<file path="config.mk">
export PLATFORM = sky130hd
export DESIGN_NAME = pci_master
export DESIGN_NICKNAME = d
export VERILOG_FILES = /design/src/rtl/pci_master.sv
export SDC_FILE = /design/constraint.sdc
export NUM_CORES = 1
export LEC_CHECK = 0
export CORE_ASPECT_RATIO = 1.75
export CORE_MARGIN = 5
export CORE_UTILIZATION = 42
export CTS_CLUSTER_SIZE = 28
export DETAILED_ROUTE_END_ITERATION = 8
export GPL_ROUTABILITY_DRIVEN = 0
export HOLD_SLACK_MARGIN = 0.03
export PLACE_DENSITY_LB_ADDON = 0.3
export SETUP_SLACK_MARGIN = 0.02
export SLEW_MARGIN = 5
export SYNTH_ARGS = -nofsm -noshare
export SYNTH_HDL_FRONTEND = slang
export SYNTH_SLANG_ARGS = --single-unit
export TNS_END_PERCENT = 30
</file>
<file path="constraint.sdc">
create_clock -name clk -period 1.5 [get_ports clk]
set_input_delay 0.3 -clock clk [delete_from_list [all_inputs] [get_ports clk]]
set_output_delay 0.3 -clock clk [all_outputs]
set_load 0.05 [all_outputs]
</file>
<file path="src/rtl/pci_master.sv">
// ---------------------------------------------------------------------------
// pci_master
//
// Single-channel PCI bus master. A user request (start/cmd/addr/count) is
// turned into one bus transaction of 1-4 data phases. The bus is requested
// from the arbiter and the address phase is driven. Data phases then run
// until the burst completes, the target disconnects with STOP#, or no target
// claims the cycle within TIMEOUT data clocks (master abort).
//
// Ports
//   clk, rst_n               clock, asynchronous active-low reset
//   start, cmd, addr, count  user request, sampled while busy = 0
//   wdata / wdata_ack        write word from user / word-consumed pulse
//   rdata / rdata_valid      captured read word / capture pulse
//   busy, done, abort        status: transaction active / normal end / abort
//   req_n, gnt_n             arbiter request / grant
//   frame_n_out/_oe/_in      FRAME# drive value, enable, sampled bus value
//   irdy_n_out/_oe/_in       IRDY# drive value, enable, sampled bus value
//   trdy_n, devsel_n, stop_n target responses
//   ad_out/ad_oe/ad_in       AD drive value, enable, sampled bus value
//   cbe_out/cbe_oe           C/BE# drive value, enable
//
// All outputs come straight from flops.
// ---------------------------------------------------------------------------
module pci_master #(
    parameter int TIMEOUT = 5
) (
    input  logic        clk,
    input  logic        rst_n,
    input  logic        start,
    input  logic [3:0]  cmd,
    input  logic [31:0] addr,
    input  logic [2:0]  count,
    input  logic [31:0] wdata,
    output logic        wdata_ack,
    output logic [31:0] rdata,
    output logic        rdata_valid,
    output logic        busy,
    output logic        done,
    output logic        abort,
    output logic        req_n,
    input  logic        gnt_n,
    output logic        frame_n_out,
    output logic        frame_oe,
    input  logic        frame_n_in,
    output logic        irdy_n_out,
    output logic        irdy_oe,
    input  logic        irdy_n_in,
    input  logic        trdy_n,
    input  logic        devsel_n,
    input  logic        stop_n,
    output logic [31:0] ad_out,
    output logic        ad_oe,
    input  logic [31:0] ad_in,
    output logic [3:0]  cbe_out,
    output logic        cbe_oe
);

    localparam logic [2:0] S_IDLE = 3'd0;
    localparam logic [2:0] S_REQ  = 3'd1;
    localparam logic [2:0] S_ADDR = 3'd2;
    localparam logic [2:0] S_DATA = 3'd3;
    localparam logic [2:0] S_END  = 3'd4;

    localparam logic [3:0] CMD_READ = 4'b0110;
    localparam int         TW       = (TIMEOUT > 1) ? $clog2(TIMEOUT) : 1;

    // control state
    logic [2:0]    state_q, state_d;
    logic          is_read_q, is_read_d;
    logic [31:0]   addr_q, addr_d;
    logic [3:0]    cmd_q, cmd_d;
    logic [2:0]    remain_q, remain_d;
    logic [TW-1:0] tcnt_q, tcnt_d;
    logic          devsel_seen_q, devsel_seen_d;
    // release_q marks the single FRAME#-high / IRDY#-low clock that precedes
    // END after a master abort or a target stop
    logic          release_q, release_d;

    // registered outputs
    logic          req_n_q, req_n_d;
    logic          frame_n_q, frame_n_d;
    logic          frame_oe_q, frame_oe_d;
    logic          irdy_n_q, irdy_n_d;
    logic          irdy_oe_q, irdy_oe_d;
    logic [31:0]   ad_out_q, ad_out_d;
    logic          ad_oe_q, ad_oe_d;
    logic [3:0]    cbe_out_q, cbe_out_d;
    logic          cbe_oe_q, cbe_oe_d;
    logic          busy_q, busy_d;
    logic          done_q, done_d;
    logic          abort_q, abort_d;
    logic          wdata_ack_q, wdata_ack_d;
    logic [31:0]   rdata_q, rdata_d;
    logic          rdata_valid_q, rdata_valid_d;

    // A word moves on an edge where our IRDY# is asserted and the target
    // answers with TRDY# and DEVSEL#. The release clock never transfers.
    logic xfer;
    assign xfer = (state_q == S_DATA) && !release_q && !irdy_n_q && !trdy_n && !devsel_n;

    always_comb begin
        state_d       = state_q;
        is_read_d     = is_read_q;
        addr_d        = addr_q;
        cmd_d         = cmd_q;
        remain_d      = remain_q;
        tcnt_d        = tcnt_q;
        devsel_seen_d = devsel_seen_q;
        release_d     = release_q;
        req_n_d       = req_n_q;
        frame_n_d     = frame_n_q;
        frame_oe_d    = frame_oe_q;
        irdy_n_d      = irdy_n_q;
        irdy_oe_d     = irdy_oe_q;
        ad_out_d      = ad_out_q;
        ad_oe_d       = ad_oe_q;
        cbe_out_d     = cbe_out_q;
        cbe_oe_d      = cbe_oe_q;
        busy_d        = busy_q;
        rdata_d       = rdata_q;
        done_d        = 1'b0;
        abort_d       = 1'b0;
        wdata_ack_d   = 1'b0;
        rdata_valid_d = 1'b0;

        case (state_q)
            S_IDLE: begin
                if (start) begin
                    cmd_d     = cmd;
                    addr_d    = addr;
                    remain_d  = (count == 3'd0) ? 3'd1 : count;
                    is_read_d = (cmd == CMD_READ);
                    busy_d    = 1'b1;
                    req_n_d   = 1'b0;
                    state_d   = S_REQ;
                end
            end

            S_REQ: begin
                // a grant is only usable once the previous owner has left the bus
                if (!gnt_n && frame_n_in && irdy_n_in) begin
                    req_n_d    = 1'b1;
                    frame_n_d  = 1'b0;
                    frame_oe_d = 1'b1;
                    ad_out_d   = addr_q;
                    ad_oe_d    = 1'b1;
                    cbe_out_d  = cmd_q;
                    cbe_oe_d   = 1'b1;
                    state_d    = S_ADDR;
                end
            end

            S_ADDR: begin
                irdy_n_d      = 1'b0;
                irdy_oe_d     = 1'b1;
                cbe_out_d     = 4'b0000;
                ad_out_d      = is_read_q ? ad_out_q : wdata;
                ad_oe_d       = !is_read_q;
                frame_n_d     = (remain_q == 3'd1);
                tcnt_d        = '0;
                devsel_seen_d = 1'b0;
                release_d     = 1'b0;
                state_d       = S_DATA;
            end

            S_DATA: begin
                if (xfer) begin
                    if (is_read_q) begin
                        rdata_d       = ad_in;
                        rdata_valid_d = 1'b1;
                    end else begin
                        wdata_ack_d = 1'b1;
                    end
                end
                if (!release_q && !devsel_n) begin
                    devsel_seen_d = 1'b1;
                end

                if (release_q) begin
                    frame_n_d = 1'b1;
                    irdy_n_d  = 1'b1;
                    abort_d   = 1'b1;
                    state_d   = S_END;
                end else if (!stop_n && !devsel_n) begin
                    // target disconnect: the word (if TRDY#) already moved above
                    frame_n_d = 1'b1;
                    irdy_n_d  = 1'b0;
                    release_d = 1'b1;
                end else if (xfer) begin
                    remain_d = remain_q - 3'd1;
                    if (remain_q == 3'd1) begin
                        frame_n_d = 1'b1;
                        irdy_n_d  = 1'b1;
                        done_d    = 1'b1;
                        state_d   = S_END;
                    end else if (!is_read_q) begin
                        // The next write word only appears after the user sees
                        // wdata_ack, so IRDY# is withdrawn for one clock while
                        // it is fetched. FRAME# must stay low while IRDY# is high.
                        irdy_n_d  = 1'b1;
                        frame_n_d = 1'b0;
                    end else begin
                        frame_n_d = (remain_q == 3'd2);
                    end
                end else if (irdy_n_q) begin
                    // end of the write fetch clock: present the new word
                    irdy_n_d  = 1'b0;
                    ad_out_d  = wdata;
                    frame_n_d = (remain_q == 3'd1);
                end else if (devsel_n && !devsel_seen_q) begin
                    if (tcnt_q == TW'(TIMEOUT - 1)) begin
                        frame_n_d = 1'b1;
                        release_d = 1'b1;
                    end else begin
                        tcnt_d = tcnt_q + 1'b1;
                    end
                end
            end

            S_END: begin
                frame_oe_d = 1'b0;
                irdy_oe_d  = 1'b0;
                ad_oe_d    = 1'b0;
                cbe_oe_d   = 1'b0;
                busy_d     = 1'b0;
                release_d  = 1'b0;
                state_d    = S_IDLE;
            end

            default: begin
                state_d = S_IDLE;
            end
        endcase
    end

    always_ff @(posedge clk or negedge rst_n) begin
        if (!rst_n) begin
            state_q       <= S_IDLE;
            is_read_q     <= 1'b0;
            addr_q        <= '0;
            cmd_q         <= '0;
            remain_q      <= '0;
            tcnt_q        <= '0;
            devsel_seen_q <= 1'b0;
            release_q     <= 1'b0;
            req_n_q       <= 1'b1;
            frame_n_q     <= 1'b1;
            frame_oe_q    <= 1'b0;
            irdy_n_q      <= 1'b1;
            irdy_oe_q     <= 1'b0;
            ad_out_q      <= '0;
            ad_oe_q       <= 1'b0;
            cbe_out_q     <= 4'hF;
            cbe_oe_q      <= 1'b0;
            busy_q        <= 1'b0;
            done_q        <= 1'b0;
            abort_q       <= 1'b0;
            wdata_ack_q   <= 1'b0;
            rdata_q       <= '0;
            rdata_valid_q <= 1'b0;
        end else begin
            state_q       <= state_d;
            is_read_q     <= is_read_d;
            addr_q        <= addr_d;
            cmd_q         <= cmd_d;
            remain_q      <= remain_d;
            tcnt_q        <= tcnt_d;
            devsel_seen_q <= devsel_seen_d;
            release_q     <= release_d;
            req_n_q       <= req_n_d;
            frame_n_q     <= frame_n_d;
            frame_oe_q    <= frame_oe_d;
            irdy_n_q      <= irdy_n_d;
            irdy_oe_q     <= irdy_oe_d;
            ad_out_q      <= ad_out_d;
            ad_oe_q       <= ad_oe_d;
            cbe_out_q     <= cbe_out_d;
            cbe_oe_q      <= cbe_oe_d;
            busy_q        <= busy_d;
            done_q        <= done_d;
            abort_q       <= abort_d;
            wdata_ack_q   <= wdata_ack_d;
            rdata_q       <= rdata_d;
            rdata_valid_q <= rdata_valid_d;
        end
    end

    assign req_n       = req_n_q;
    assign frame_n_out = frame_n_q;
    assign frame_oe    = frame_oe_q;
    assign irdy_n_out  = irdy_n_q;
    assign irdy_oe     = irdy_oe_q;
    assign ad_out      = ad_out_q;
    assign ad_oe       = ad_oe_q;
    assign cbe_out     = cbe_out_q;
    assign cbe_oe      = cbe_oe_q;
    assign busy        = busy_q;
    assign done        = done_q;
    assign abort       = abort_q;
    assign wdata_ack   = wdata_ack_q;
    assign rdata       = rdata_q;
    assign rdata_valid = rdata_valid_q;

endmodule

</file>
; ---- Word level (Yosys, flattened, before mapping)
; Index checks and enable logic that the tools add are counted.
[totals]
n_memories = 0
out_inout_bits = 80
latchBits = 0
regBits = 127
word_cells = 169
romBits = 0
ramBits = 0
[op_classes]
shift = 0
n_addsub = 2
muxes = 75
bitwise = 0
multipliers = 0
reduce_logical = 44
n_lt_le_gt_ge = 0
div = 0
n_eq_ne = 26
[ops]
columns = op, n
row1 = 32-bit 2-to-1 mux, 6
row2 = 32-bit case mux with 3 select lines, 1
row3 = 3-bit 2-to-1 mux, 17
row4 = 1-bit 2-to-1 mux, 37
row5 = 2-bit != test (second input constant), 10
row6 = 6-bit by 4-bit != test with 1-bit output (second input constant), 3
row7 = 2-bit nonzero test, 8
row8 = 1-bit case mux with 2 select lines, 7
row9 = 2-bit AND reduction, 7
row10 = 7-bit AND reduction, 2
row11 = 3-bit case mux with 2 select lines, 2
row12 = 3-bit case mux with 4 select lines, 1
row13 = 5-bit AND reduction, 2
row14 = 3-bit by 2-bit equality test with 1-bit output (second input constant), 3
row15 = 1-bit logical AND, 9
row16 = 1-bit zero test, 8
row17 = 4-bit case mux with 2 select lines, 1
row18 = 3-bit by 1-bit equality test with 1-bit output (second input constant), 2
row19 = 3-bit equality test (second input constant), 2
row20 = 3-bit zero test, 2
row21 = 3-bit != test (second input constant), 2
row22 = 1-bit case mux with 3 select lines, 2
row23 = 3-bit AND reduction, 2
row24 = 3-bit nonzero test, 2
row25 = other kinds (8), 9

; ---- Longest topological paths before layout
[logic_depth]
word_depth = 9
depth_mapped = 6
ltp_nobuf = 6

; ---- Worst setup path after synthesis
; No wires, ideal clock.
[synth_path]
kind = register -> register
start = reg irdy_n_q, in the netlist irdy_n_out
end = reg ad_out_q[6], in the netlist ad_out[6]
period_less_slack_ps = 1781
t_required_ps = 1372
path_stages_with_launch = 6
arrival_ps = 1653
setup_slack_ps = -281
path_cell_list = dfstp_2 > nand2_1 > nor3_2 > o221ai_4 > buf_6 > mux2_1
[synth_between]
elab_chain_cells = 6
elab_cells_between_ends = 7
[synth_rtl]
columns = item, line_no
row1 = "start, declared", 84  ; logic irdy_n_q, irdy_n_d;
row2 = "start signal, assigned", 274  ; irdy_n_q <= irdy_n_d;
row3 = 1-bit zero test, 100  ; assign xfer = (state_q == S_DATA) && !release_q && !irdy_n_q && !trdy_n && !devsel_n;
row4 = 1-bit logical AND (3 in series), 100
row5 = 2-bit != test (no line), n/a
row6 = 7-bit AND reduction (no line) *, n/a
row7 = "end signal, assigned", 276  ; ad_out_q <= ad_out_d;
row8 = "end, declared", 86  ; logic [31:0] ad_out_q, ad_out_d;
; Mark *: on every way between the ends. The rest lies on a longest branch, timed or not.
; A chain may end at the register's enable or synchronous reset.

; ---- Worst setup path after layout
[layout_path]
start = reg state_q[0]
end = reg addr_q[26]
[layout_between]
elab_chain_cells = 2
[layout_rtl]
columns = item, line_no
row1 = "start, declared", 69  ; logic [2:0] state_q, state_d;
row2 = "start signal, assigned", 263  ; state_q <= state_d;
row3 = 3-bit zero test, 127  ; case (state_q)
row4 = 2-bit AND reduction (no line), n/a
row5 = "end signal, assigned", 265  ; addr_q <= addr_d;
row6 = "end, declared", 71  ; logic [31:0] addr_q, addr_d;
; Every way passes these cells.

==> impl_metrics.xml <==
<?xml version="1.0" encoding="UTF-8"?>
<metrics>
  <group name="outcome">
    <metric name="status" unit="">finished, violations left</metric>
    <metric name="violations_in_the_final_reports" unit="">negative setup slack</metric>
  </group>
  <group name="grt">
    <metric name="grt-ovfl-total" unit="">0</metric>
    <metric name="grt_max_degree" unit="">50</metric>
    <metric name="global_route.peak_usage_layer" unit="">met2</metric>
    <metric name="globalRouteMet1Util" unit="%">23.1</metric>
    <metric name="gr-usage-all-layers" unit="%">20.7</metric>
    <metric name="grt.met3_usage" unit="%">6.38</metric>
    <metric name="vias_in_the_first_global_route" unit="">4911</metric>
    <metric name="antenna_found_initial" unit="">0</metric>
    <metric name="use_met2" unit="%">37.6</metric>
    <metric name="wire_length_of_the_first_global_routing_pass" unit="um">26500</metric>
  </group>
  <group name="detailed_routing">
    <metric name="detail_route.drc_violations" unit="">0</metric>
    <metric name="first_iter_violations" unit="">128</metric>
    <metric name="average_wire_per_cell_in_the_routed_design" unit="um">19.9</metric>
    <metric name="detailroute.via_count" unit="">4306</metric>
    <metric name="firstDrtPassIters" unit="">4</metric>
    <metric name="drt-vias-per-instance" unit="">5.16</metric>
    <metric name="wl" unit="um">16600</metric>
    <metric name="remaining_antenna_violation_count" unit="">0</metric>
  </group>
  <group name="setup_path">
    <metric name="timing.setup.critical_path_class" unit="">reg -&gt; reg</metric>
    <metric name="crit_path_end_kind" unit="">flip-flop</metric>
    <metric name="worstPathRequired" unit="ns">1.79</metric>
    <metric name="setup.worst_path.start" unit="">state_q[0]</metric>
    <metric name="startpoint_type" unit="">flip-flop</metric>
    <metric name="path_max_fanout" unit="">6</metric>
    <metric name="worstPathArrival" unit="ns">1.98</metric>
    <metric name="r2r-start" unit="">state_q[0]</metric>
  </group>
  <group name="worst_hold_path">
    <metric name="hold_path.class" unit="">in -&gt; async</metric>
  </group>
  <group name="place">
    <metric name="port_buffers" unit="">191</metric>
    <metric name="dp_hpwl" unit="um">11900</metric>
    <metric name="placed_cell_area" unit="sq um">8970</metric>
    <metric name="place_inst" unit="">794</metric>
  </group>
  <group name="die">
    <metric name="die_width" unit="um">98.4</metric>
    <metric name="fp.dieArea" unit="sq um">16200</metric>
    <metric name="placement_rows" unit="">56</metric>
    <metric name="starting_density_of_the_core" unit="%">42.7</metric>
    <metric name="die_h" unit="um">165</metric>
    <metric name="top_level_ports" unit="">192</metric>
    <metric name="placeableCoreArea" unit="sq um">13500</metric>
  </group>
  <group name="yosys">
    <metric name="synth.yosys.warnings" unit="">0</metric>
    <metric name="synth.avg_cell_area" unit="sq um">14.0</metric>
    <metric name="synth_seq_cells" unit="">127</metric>
    <metric name="yosys.area_share.xor_xnor" unit="%">0</metric>
    <metric name="portion_of_netlist_area_occupied_by_mux_cells" unit="%">27.8</metric>
    <metric name="synth-edff-count" unit="">0</metric>
    <metric name="async_flop_share" unit="%">100</metric>
    <metric name="netlist.top_cell.by_area" unit="">sky130_fd_sc_hd__dfrtp_1</metric>
    <metric name="syn_nets" unit="">527</metric>
    <metric name="synth_top_family_by_area" unit="">multiplexers</metric>
    <metric name="synth.top_cells.by_area" unit="">sky130_fd_sc_hd__dfrtp_1 (52%), sky130_fd_sc_hd__mux2_2 (20%), sky130_fd_sc_hd__mux2_4 (7.6%)</metric>
    <metric name="ys_seq_area_share" unit="%">55.5</metric>
    <metric name="synthesis.area" unit="sq um">5740</metric>
    <metric name="synth_adder_area_share" unit="%">1.09</metric>
    <metric name="synth_cells" unit="">410</metric>
    <metric name="post-synth-top-area-fraction" unit="%">52.3</metric>
    <metric name="synthDistinctLibCells" unit="">47</metric>
    <metric name="post_synth_and_or_nand_nor_area_fraction" unit="%">6.19</metric>
    <metric name="synth_compound_area_share" unit="%">5.84</metric>
    <metric name="ys_dominant_reg_cell" unit="">sky130_fd_sc_hd__dfrtp_1</metric>
  </group>
  <group name="layout">
    <metric name="final_instance_count_excl_fillers" unit="">835</metric>
    <metric name="diodes" unit="">0</metric>
    <metric name="area.growth.synth_to_final" unit="%">73.3</metric>
    <metric name="fin_nets" unit="">765</metric>
    <metric name="layout-drive-gt1-share" unit="%">48.4</metric>
    <metric name="design_area" unit="sq um">9950</metric>
  </group>
  <group name="sta">
    <metric name="timing_max_transition_violations_final" unit="">0</metric>
    <metric name="max_freq" unit="MHz">592</metric>
    <metric name="grt_setup_unrepaired" unit="">true</metric>
    <metric name="timing.clock.skew" unit="ns">0.00835</metric>
    <metric name="fin_crit" unit="ns">1.69</metric>
    <metric name="hold_viol" unit="">0</metric>
    <metric name="setup_viol_count_final" unit="">109</metric>
    <metric name="headroom_to_the_max_slew_limit" unit="%">70.5</metric>
    <metric name="period_utilisation_layout" unit="%">113</metric>
    <metric name="max_slew.worst_pin.slew" unit="ns">0.436</metric>
    <metric name="final_critical_path_setup_slack" unit="ns">-0.188</metric>
  </group>
  <group name="clocking">
    <metric name="cts.htree.levels" unit="">4</metric>
    <metric name="cts_root_buffer" unit="">sky130_fd_sc_hd__clkbuf_16</metric>
    <metric name="numCtsBuffers" unit="">17</metric>
    <metric name="clkSinkCount" unit="">127</metric>
    <metric name="clock_latency" unit="ns">0.41</metric>
    <metric name="cts-root-to-sink-buffers" unit="">2</metric>
    <metric name="tritoncts_clock_tree" unit="">yes</metric>
    <metric name="clk_transition_reported_paths" unit="ns">0.06</metric>
  </group>
  <group name="run">
    <metric name="max_cap_viol" unit="">0</metric>
  </group>
  <group name="power_and_ir_drop">
    <metric name="cellLeakagePower" unit="uW">0.00453</metric>
    <metric name="p_per_area" unit="nW/um^2">1980</metric>
    <metric name="ir_worst_vdd" unit="mV">1.49</metric>
  </group>
</metrics>
-- cells by family after synthesis --
family,count (synthesis)
buffers and inverters,35
AOI/OAI and AO/OA,50
DFF,127
and+or+nand+nor,61
adders and majority gates,5
muxes,132
-- sequential cells by signal, indices dropped and copies added (netlist names), 3 cells and up --
name and count:
ad_out 32, addr_q 32, cbe_out 4, cmd_q 4, rdata 32, remain_q 3, state_q 3, tcnt_q 3
-- where the power goes --
group	switching, uW	leakage [uW]	internal [uW]	total (uW)
combinational	4270	0.00265	5220	9490
sequential	1120	0.00157	4700	5820
clock	1560	0.000315	2890	4440
total	6940	0.00453	12800	19800
-- synthesized netlist by cell type, types with 2 or more instances --
| library cell | n |
|---|---|
| sky130_fd_sc_hd__dfrtp_1 | 120 |
| sky130_fd_sc_hd__mux2_2 | 101 |
| sky130_fd_sc_hd__mux2_4 | 29 |
| sky130_fd_sc_hd__nand2_1 | 18 |
| sky130_fd_sc_hd__o21ai_0 | 18 |
| sky130_fd_sc_hd__nor2_1 | 14 |
| sky130_fd_sc_hd__inv_1 | 12 |
| sky130_fd_sc_hd__buf_2 | 10 |
| sky130_fd_sc_hd__a21oi_1 | 8 |
| sky130_fd_sc_hd__nand3_1 | 8 |
| sky130_fd_sc_hd__dfstp_2 | 7 |
| sky130_fd_sc_hd__buf_6 | 6 |
| sky130_fd_sc_hd__buf_4 | 5 |
| sky130_fd_sc_hd__ha_1 | 5 |
| sky130_fd_sc_hd__a21o_1 | 4 |
| sky130_fd_sc_hd__nor3_1 | 3 |
| sky130_fd_sc_hd__nor4bb_1 | 3 |
| sky130_fd_sc_hd__a22oi_1 | 2 |
| sky130_fd_sc_hd__a311oi_1 | 2 |
| sky130_fd_sc_hd__a31oi_1 | 2 |
| sky130_fd_sc_hd__clkbuf_1 | 2 |
| sky130_fd_sc_hd__nand2b_1 | 2 |
| sky130_fd_sc_hd__o21a_1 | 2 |
| sky130_fd_sc_hd__o21bai_1 | 2 |
| sky130_fd_sc_hd__o31ai_1 | 2 |
| sky130_fd_sc_hd__o41ai_1 | 2 |
-- cell usage in the layout (no fill, tap or decap), types with 3 or more instances in the layout --
cell                                n
sky130_fd_sc_hd__mux2_2            69
sky130_fd_sc_hd__a21o_1             4
sky130_fd_sc_hd__dfstp_2            6
sky130_fd_sc_hd__buf_4             32
sky130_fd_sc_hd__inv_1             12
sky130_fd_sc_hd__clkbuf_16         18
sky130_fd_sc_hd__nor2_1            14
sky130_fd_sc_hd__o21ai_0           14
sky130_fd_sc_hd__mux2_4            62
sky130_fd_sc_hd__nand3_1            8
sky130_fd_sc_hd__clkdlybuf4s50_1  110
sky130_fd_sc_hd__nor3_1             3
sky130_fd_sc_hd__bufinv_16          4
sky130_fd_sc_hd__clkinv_4           4
sky130_fd_sc_hd__dfrtp_1          118
sky130_fd_sc_hd__nand2_1           16
sky130_fd_sc_hd__a21oi_1            6
sky130_fd_sc_hd__ha_1               5
sky130_fd_sc_hd__buf_6              4
sky130_fd_sc_hd__buf_12            92
sky130_fd_sc_hd__o21ai_1            4
-- repair_timing --
item                       4_1_cts  5_1_grt
setup endpoints to repair      114      119
hold buffers                     1        0
hold endpoints to repair        14        0
gates cloned                     2        1
pin swaps                        5        5
buffers inserted                 3        2
resized for setup               35       25
-- path summary, 6_finish.rpt --
path                            slack [ns]    endpoint  cells after the start
max in group asynchronous             0.63  addr_q[19]                      3
worst min register to register        0.50   addr_q[4]                      1
worst min-delay path                  0.32   rdata[10]                      2
min in group clk                      0.48    cmd_q[2]                      3
worst max-delay path                 -0.19  addr_q[26]                      5
worst max register to register       -0.19  addr_q[26]                      5
-- stage by stage --
step | hold WS (ns) | util (%) | total power (uW) | worst slack [ns] | TNS (ns)
after floorplan | 0.00441 | - | 10200 | -0.231 | -10.57
after global placement | 0.196 | 66.7 | 14300 | -0.463 | -45.42
after detailed placement | 0.200 | 66.7 | 14500 | -0.508 | -47.65
after CTS | 0.308 | 73.0 | 19600 | -0.169 | -15.07
after global routing | 0.338 | 74.0 | 20600 | -0.242 | -20.27
final | 0.323 | 74.0 | 19800 | -0.188 | -14.75
-- final cells by class --
cell class,instances,area (sq um)
tap,174,218
fill,841,3500
inverter,12,45.0
timing repair buffer,242,3320
clock buffer,20,457
sequential,127,3190
multi-input combinational,248,2540
clock inverter,12,183
-- layer usage --
metal	vias up	share of wire, %
li1	1936	-
met1	2159	38
met2	188	54
met3	23	6.9
met4	0	1.6
met5	-	0
-- critical path, cell delays in order (launching register included) --
cell and delay (ns):
sky130_fd_sc_hd__dfrtp_2 0.45, sky130_fd_sc_hd__buf_12 0.15, sky130_fd_sc_hd__nor4b_4 0.25, sky130_fd_sc_hd__buf_6 0.21, sky130_fd_sc_hd__clkbuf_16 0.18, sky130_fd_sc_hd__mux2_2 0.33
No activity file was read; power rests on OpenSTA's default activity.
